## config.mk

```make
export PLATFORM = sky130hd
export DESIGN_NAME = relu_act_stage
export DESIGN_NICKNAME = d
export VERILOG_FILES = /design/src/rtl/relu_act_stage.sv
export SDC_FILE = /design/constraint.sdc
export NUM_CORES = 1
export LEC_CHECK = 0
export ABC_AREA = 1
export CAP_MARGIN = 10
export CORE_UTILIZATION = 35
export DETAILED_ROUTE_END_ITERATION = 7
export GPL_ROUTABILITY_DRIVEN = 1
export SLEW_MARGIN = 20
export SYNTH_ARGS = -nofsm -noshare
export SYNTH_HDL_FRONTEND = slang
export SYNTH_SLANG_ARGS = --single-unit
```

## constraint.sdc

```tcl
create_clock -name clk -period 4.7 [get_ports clk]
set_input_delay 1.175 -clock clk [delete_from_list [all_inputs] [get_ports clk]]
set_output_delay 1.175 -clock clk [all_outputs]
set_load 0.02 [all_outputs]
```

## src/rtl/relu_act_stage.sv

```systemverilog
// ============================================================================
// relu_act_stage
// ----------------------------------------------------------------------------
// Activation stage placed after the weighted-sum neuron. Takes an IEEE-754
// single-precision pre-activation z and produces:
//   - the activation a (ReLU or leaky ReLU)
//   - the derivative da/dz, used by the backprop path
// The data path is one compute register (s1) followed by a 2-entry output
// FIFO. Both ends use valid/ready handshakes.
//
// Parameters
//   LEAKY       1: leaky ReLU with negative slope 2^-LEAK_SHIFT, 0: plain ReLU
//   LEAK_SHIFT  negative-side slope exponent, 1..126
//   CNT_W       width of the saturating negative-input counter
//
// Ports
//   clk      in   rising-edge clock
//   rst_n    in   asynchronous active-low reset
//   z_in     in   [31:0] pre-activation (IEEE-754 single)
//   z_valid  in   z_in valid
//   z_ready  out  stage can accept z_in this cycle
//   a_out    out  [31:0] activation at the FIFO head (0 when empty)
//   d_out    out  [31:0] derivative paired with a_out (0 when empty)
//   a_valid  out  FIFO head valid
//   a_ready  in   consumer takes the head this cycle
//   clr_cnt  in   synchronous clear of neg_cnt (wins over an increment)
//   neg_cnt  out  [CNT_W-1:0] accepted negative nonzero non-NaN inputs,
//                 saturating at all-ones
// ============================================================================
module relu_act_stage #(
   parameter bit          LEAKY      = 1'b1,
   parameter int unsigned LEAK_SHIFT = 3,
   parameter int unsigned CNT_W      = 16
) (
   input  logic             clk,
   input  logic             rst_n,
   input  logic [31:0]      z_in,
   input  logic             z_valid,
   output logic             z_ready,
   output logic [31:0]      a_out,
   output logic [31:0]      d_out,
   output logic             a_valid,
   input  logic             a_ready,
   input  logic             clr_cnt,
   output logic [CNT_W-1:0] neg_cnt
);

   localparam logic [31:0] QNAN       = 32'h7FC0_0000;
   localparam logic [31:0] NEG_INF    = 32'hFF80_0000;
   localparam logic [31:0] ONE        = 32'h3F80_0000;
   localparam logic [7:0]  SHIFT_E    = 8'(LEAK_SHIFT);
   // 2^-LEAK_SHIFT: exponent field 127-LEAK_SHIFT, zero mantissa
   localparam logic [31:0] LEAK_SLOPE = {1'b0, 8'(127 - LEAK_SHIFT), 23'b0};

   // ------------------------------------------------------------------------
   // Field decode and activation/derivative arithmetic on the incoming word
   // ------------------------------------------------------------------------
   logic        z_sign;
   logic [7:0]  z_exp;
   logic [22:0] z_man;
   logic        z_is_nan;
   logic        z_is_neg;
   logic [31:0] act_c;
   logic [31:0] der_c;

   always_comb begin
      z_sign   = z_in[31];
      z_exp    = z_in[30:23];
      z_man    = z_in[22:0];
      z_is_nan = (z_exp == 8'hFF) && (z_man != 23'd0);
      // Negative and nonzero (denormals count as zero) and not NaN; -Inf counts
      z_is_neg = z_sign && (z_exp != 8'd0) && !z_is_nan;

      act_c = 32'd0;
      der_c = 32'd0;
      if (z_is_nan) begin
         // Any NaN, either sign, collapses to the canonical quiet NaN
         act_c = QNAN;
      end else if (z_exp == 8'd0) begin
         // Zero or denormal: flushed, both outputs stay +0
         act_c = 32'd0;
      end else if (!z_sign) begin
         act_c = z_in;
         der_c = ONE;
      end else if (LEAKY) begin
         der_c = LEAK_SLOPE;
         if (z_exp == 8'hFF) begin
            act_c = NEG_INF;
         end else if (z_exp > SHIFT_E) begin
            // Multiplying by a power of two only moves the exponent
            act_c = {1'b1, z_exp - SHIFT_E, z_man};
         end else begin
            // Result would be denormal or smaller: flush to +0
            act_c = 32'd0;
         end
      end
   end

   // ------------------------------------------------------------------------
   // Compute register (s1) and 2-entry output FIFO
   // ------------------------------------------------------------------------
   logic        s1_valid_q, s1_valid_d;
   logic [31:0] s1_a_q, s1_a_d;
   logic [31:0] s1_d_q, s1_d_d;

   logic [31:0] mem_a_q [2];
   logic [31:0] mem_a_d [2];
   logic [31:0] mem_d_q [2];
   logic [31:0] mem_d_d [2];
   logic        wr_ptr_q, wr_ptr_d;
   logic        rd_ptr_q, rd_ptr_d;
   logic [1:0]  fifo_count_q, fifo_count_d;

   logic [CNT_W-1:0] neg_cnt_q, neg_cnt_d;

   logic        accept;
   logic        fifo_pop;
   logic        fifo_push;
   logic        fifo_full;

   // Occupancy of s1 plus FIFO is capped at 2, so an accepted item always
   // has a FIFO slot waiting for it. z_ready deliberately ignores a_ready
   // and z_valid to keep both handshake paths free of combinational loops.
   assign z_ready   = ({1'b0, fifo_count_q} + {2'b00, s1_valid_q}) < 3'd2;
   assign accept    = z_valid && z_ready;
   assign a_valid   = (fifo_count_q != 2'd0);
   assign fifo_pop  = a_valid && a_ready;
   assign fifo_full = (fifo_count_q == 2'd2);
   assign fifo_push = s1_valid_q && (!fifo_full || fifo_pop);

   // Head outputs read as zero while empty, and are stable while held
   assign a_out   = a_valid ? mem_a_q[rd_ptr_q] : 32'd0;
   assign d_out   = a_valid ? mem_d_q[rd_ptr_q] : 32'd0;
   assign neg_cnt = neg_cnt_q;

   always_comb begin
      s1_valid_d = s1_valid_q;
      s1_a_d     = s1_a_q;
      s1_d_d     = s1_d_q;
      if (fifo_push) begin
         s1_valid_d = 1'b0;
      end
      if (accept) begin
         s1_valid_d = 1'b1;
         s1_a_d     = act_c;
         s1_d_d     = der_c;
      end
   end

   always_comb begin
      for (int i = 0; i < 2; i++) begin
         mem_a_d[i] = mem_a_q[i];
         mem_d_d[i] = mem_d_q[i];
      end
      wr_ptr_d     = wr_ptr_q;
      rd_ptr_d     = rd_ptr_q;
      fifo_count_d = fifo_count_q;

      if (fifo_push) begin
         mem_a_d[wr_ptr_q] = s1_a_q;
         mem_d_d[wr_ptr_q] = s1_d_q;
         wr_ptr_d          = ~wr_ptr_q;
      end
      if (fifo_pop) begin
         rd_ptr_d = ~rd_ptr_q;
      end
      case ({fifo_push, fifo_pop})
         2'b10:   fifo_count_d = fifo_count_q + 2'd1;
         2'b01:   fifo_count_d = fifo_count_q - 2'd1;
         default: fifo_count_d = fifo_count_q;
      endcase
   end

   // ------------------------------------------------------------------------
   // Saturating negative-input counter
   // ------------------------------------------------------------------------
   always_comb begin
      neg_cnt_d = neg_cnt_q;
      if (clr_cnt) begin
         neg_cnt_d = '0;
      end else if (accept && z_is_neg && (neg_cnt_q != '1)) begin
         neg_cnt_d = neg_cnt_q + 1'b1;
      end
   end

   // ------------------------------------------------------------------------
   // State registers
   // ------------------------------------------------------------------------
   always_ff @(posedge clk or negedge rst_n) begin
      if (!rst_n) begin
         s1_valid_q   <= 1'b0;
         s1_a_q       <= 32'd0;
         s1_d_q       <= 32'd0;
         for (int i = 0; i < 2; i++) begin
            mem_a_q[i] <= 32'd0;
            mem_d_q[i] <= 32'd0;
         end
         wr_ptr_q     <= 1'b0;
         rd_ptr_q     <= 1'b0;
         fifo_count_q <= 2'd0;
         neg_cnt_q    <= '0;
      end else begin
         s1_valid_q   <= s1_valid_d;
         s1_a_q       <= s1_a_d;
         s1_d_q       <= s1_d_d;
         for (int i = 0; i < 2; i++) begin
            mem_a_q[i] <= mem_a_d[i];
            mem_d_q[i] <= mem_d_d[i];
         end
         wr_ptr_q     <= wr_ptr_d;
         rd_ptr_q     <= rd_ptr_d;
         fifo_count_q <= fifo_count_d;
         neg_cnt_q    <= neg_cnt_d;
      end
   end

endmodule

```

==> results.json <==
{
  "status": "finished clean",
  "synth.distinct_cells": 32,
  "syn_inst": 777,
  "dr.pass1.iters": 5,
  "syn_area_per_cell_um2": 7.969,
  "routed-wl-met2_um": 6806,
  "timing.final.crit_share": 0.7642,
  "rsz0062_at_grt": "false",
  "dieArea_um2": 18230,
  "met3_length_um": 672,
  "leakage_nw": 3.581,
  "worstSetupEndpointType": "primary output",
  "dr.max_layer_used": "met4",
  "drive_gt1_frac": 0.06590,
  "cts_buffer_depth": 2,
  "yosysWarnings": 0,
  "final_core_util": 0.4492,
  "post_cts_resized": 0,
  "hold_buffers": 0,
  "num_vias": 5124,
  "ios": 119,
  "maxCapViolCount": 0,
  "fin_setup_tns_ns": 0,
  "timing.rr.start": "fifo_count_q[0]",
  "tightestPinTransition_ns": 0.9981,
  "slew_headroom": 0.3346,
  "start_util": 0.3580,
  "dieHeight_um": 135.0,
  "fin_ws_ns": 1.108,
  "synth_area_leader_cell": "dfrtp_1",
  "cts_max_level": 4,
  "period_minus_slack_ns": 3.592,
  "ir_drop_uv": 296.1,
  "rows": 48,
  "place_congestion": 0.8244,
  "arrival_ns": 2.42,
  "startpoint": "fifo_count_q[1]",
  "path_clk_slew_ns": 0.05,
  "grt_usage": 0.1739,
  "p_per_area_nw_per_um2": 641.2,
  "grt_pass1_wl_um": 24680,
  "worstHoldStart": "mem_a_q[61]",
  "antenna_cells": 0,
  "clk_latency_ns": 0.41,
  "async_reset_ff_frac": 1.000,
  "whs_path_depth": 2,
  "antenna_found_initial": 0,
  "numPortBuffers": 93,
  "fmax_mhz": 278.4,
  "critPathKind": "reg -> out",
  "grt_max_degree": 72,
  "met1_length_um": 7416,
  "fin_nets": 893,
  "remaining_drc_errors": 0,
  "yosysSeqAreaShare": 0.4971,
  "required_ns": 3.52,
  "final_area_um2": 7770,
  "drv_slew": 0,
  "wl_per_cell_um": 13.78,
  "core_um2": 17300,
  "routed_wl_um": 15020,
  "hold_viol": 0,
  "ant_nets": 0,
  "finalPower_mw": 4.982,
  "clock-sinks": 123,
  "cts_tree": "done",
  "yosys-top-cells-area": "dfrtp_1, nand2_1, o21ai_0",
  "dp_cells": 1058,
  "synthFlopType": "dfrtp_1",
  "reg2reg_depth": 9,
  "place_area_um2": 7158,
  "ys_ff_latch": 123,
  "drtIter0Drc": 340,
  "skew_ns": 0.003902,
  "crit_path_start_kind": "flop",
  "post-place-ws_ns": 1.207,
  "hp-class": "reg -> reg",
  "cts_setup_buffers": 0,
  "yosys.area.top_type_share": 0.4971,
  "synth-edff-count": 0,
  "root_buffer": "clkbuf_16",
  "syn_to_final_growth_pct": 25.48,
  "setup_viol": 0,
  "dp_hpwl_um": 10000,
  "vias_per_cell": 4.701,
  "hold_slack_ns": 0.4826,
  "overflow": 0,
  "grt_pass1_vias": 4758,
  "stdcell_count": 1090,
  "die_w_um": 135.0,
  "cts_made_buffers": 17,
  "worst-path-max-fanout": 25,
  "syn_area_um2": 6192
}
## area by class of cell
cell class	instances	area (um2)
clock inverter	8	140.1
clock buffer	24	471.7
sequential	123	3078
fill	1736	9527
multi-input combinational	537	2536
tap	225	281.5
inverter	71	266.5
timing repair buffer	102	996.0
## metal layers
metal  up-vias  global-route usage
met4         0             0.04682
met2       108              0.2658
met3        12             0.04054
met1      2391              0.2462
met5         -                   0
li1       2613                   -
## state kept, by name, summed over array words and instances (netlist names)
name and count:
mem_a_q 64, wr_ptr_q 1, fifo_count_q 2, mem_d_q 4, s1_d_q 2, neg_cnt 16, s1_a_q 32, rd_ptr_q 1
s1_valid_q 1
## critical path, cell delays in order (launching register included)
cell and delay (ns):
dfrtp_1 0.45, nor2_4 0.59, buf_4 0.31, a21oi_1 0.09
clkdlybuf4s50_1 0.56
## cells in the final DEF (no fill, tap or decap)
| cell | n |
|---|---|
| xnor2_1 | 4 |
| nand4_1 | 22 |
| nand3b_1 | 1 |
| or2_2 | 1 |
| nand3_1 | 51 |
| clkbuf_16 | 17 |
| nand2_2 | 3 |
| dfrtp_1 | 123 |
| nand3_2 | 2 |
| buf_4 | 10 |
| nor3_4 | 1 |
| o21ai_0 | 92 |
| conb_1 | 25 |
| nor3_1 | 3 |
| inv_2 | 4 |
| nand2_1 | 211 |
| bufinv_16 | 4 |
| o211ai_1 | 6 |
| nor2_4 | 1 |
| o22ai_1 | 3 |
| xor2_1 | 7 |
| o21bai_1 | 4 |
| inv_1 | 67 |
| nor2_1 | 45 |
| o21ai_1 | 8 |
| ha_1 | 4 |
| a21oi_1 | 35 |
| a21oi_2 | 1 |
| clkbuf_8 | 2 |
| clkbuf_1 | 5 |
| clkinv_2 | 4 |
| a21oi_4 | 1 |
| o21ai_2 | 6 |
| clkdlybuf4s50_1 | 92 |
## synthesized netlist by cell type, types with 2 or more instances
cell and number:
o21ai_2 5, xor2_1 7, o22ai_1 3, inv_1 67
nand4_1 22, o21bai_1 4, a21oi_1 35, nand2_2 3
ha_1 4, buf_2 9, buf_1 2, buf_6 4
clkbuf_1 22, o21ai_1 9, nand3_1 52, o21ai_0 92
a21oi_2 2, nor3_1 3, xnor2_1 4, nand2_1 211
dfrtp_1 123, buf_4 32, o211ai_1 6, inv_2 3
nor2_1 46
## report_power, final
part / switching [mW] / leakage (nW) / internal [mW]
Combinational: 1.20 / 1.71 / 0.754
Clock: 0.439 / 0.302 / 0.911
Sequential: 0.199 / 1.57 / 1.48
Total: 1.84 / 3.58 / 3.14
## cells by family after synthesis
group                      count (synthesis)  share of synthesized area
AOI/OAI and AO/OA                        156                     0.1350
xor gates and xnor gates                  11                    0.01556
adders and majority gates                  4                   0.008083
buffers and inverters                    141                     0.1117
DFF                                      123                     0.4971
other                                      1                  0.0006056
and+or+nand+nor                          341                     0.2320
## path summary, 6_finish.rpt
kind / slack, ns / endpoint
hold reg to reg: 0.48 / mem_a_q[61]
hold / removal: 0.48 / mem_a_q[61]
max in group asynchronous: 2.87 / s1_a_q[26]
setup reg to reg: 2.13 / s1_a_q[10]
min in group asynchronous: 0.89 / neg_cnt[0]
setup / recovery: 1.11 / d_out[24]
Note: power is estimated with default switching activity, not from simulation.
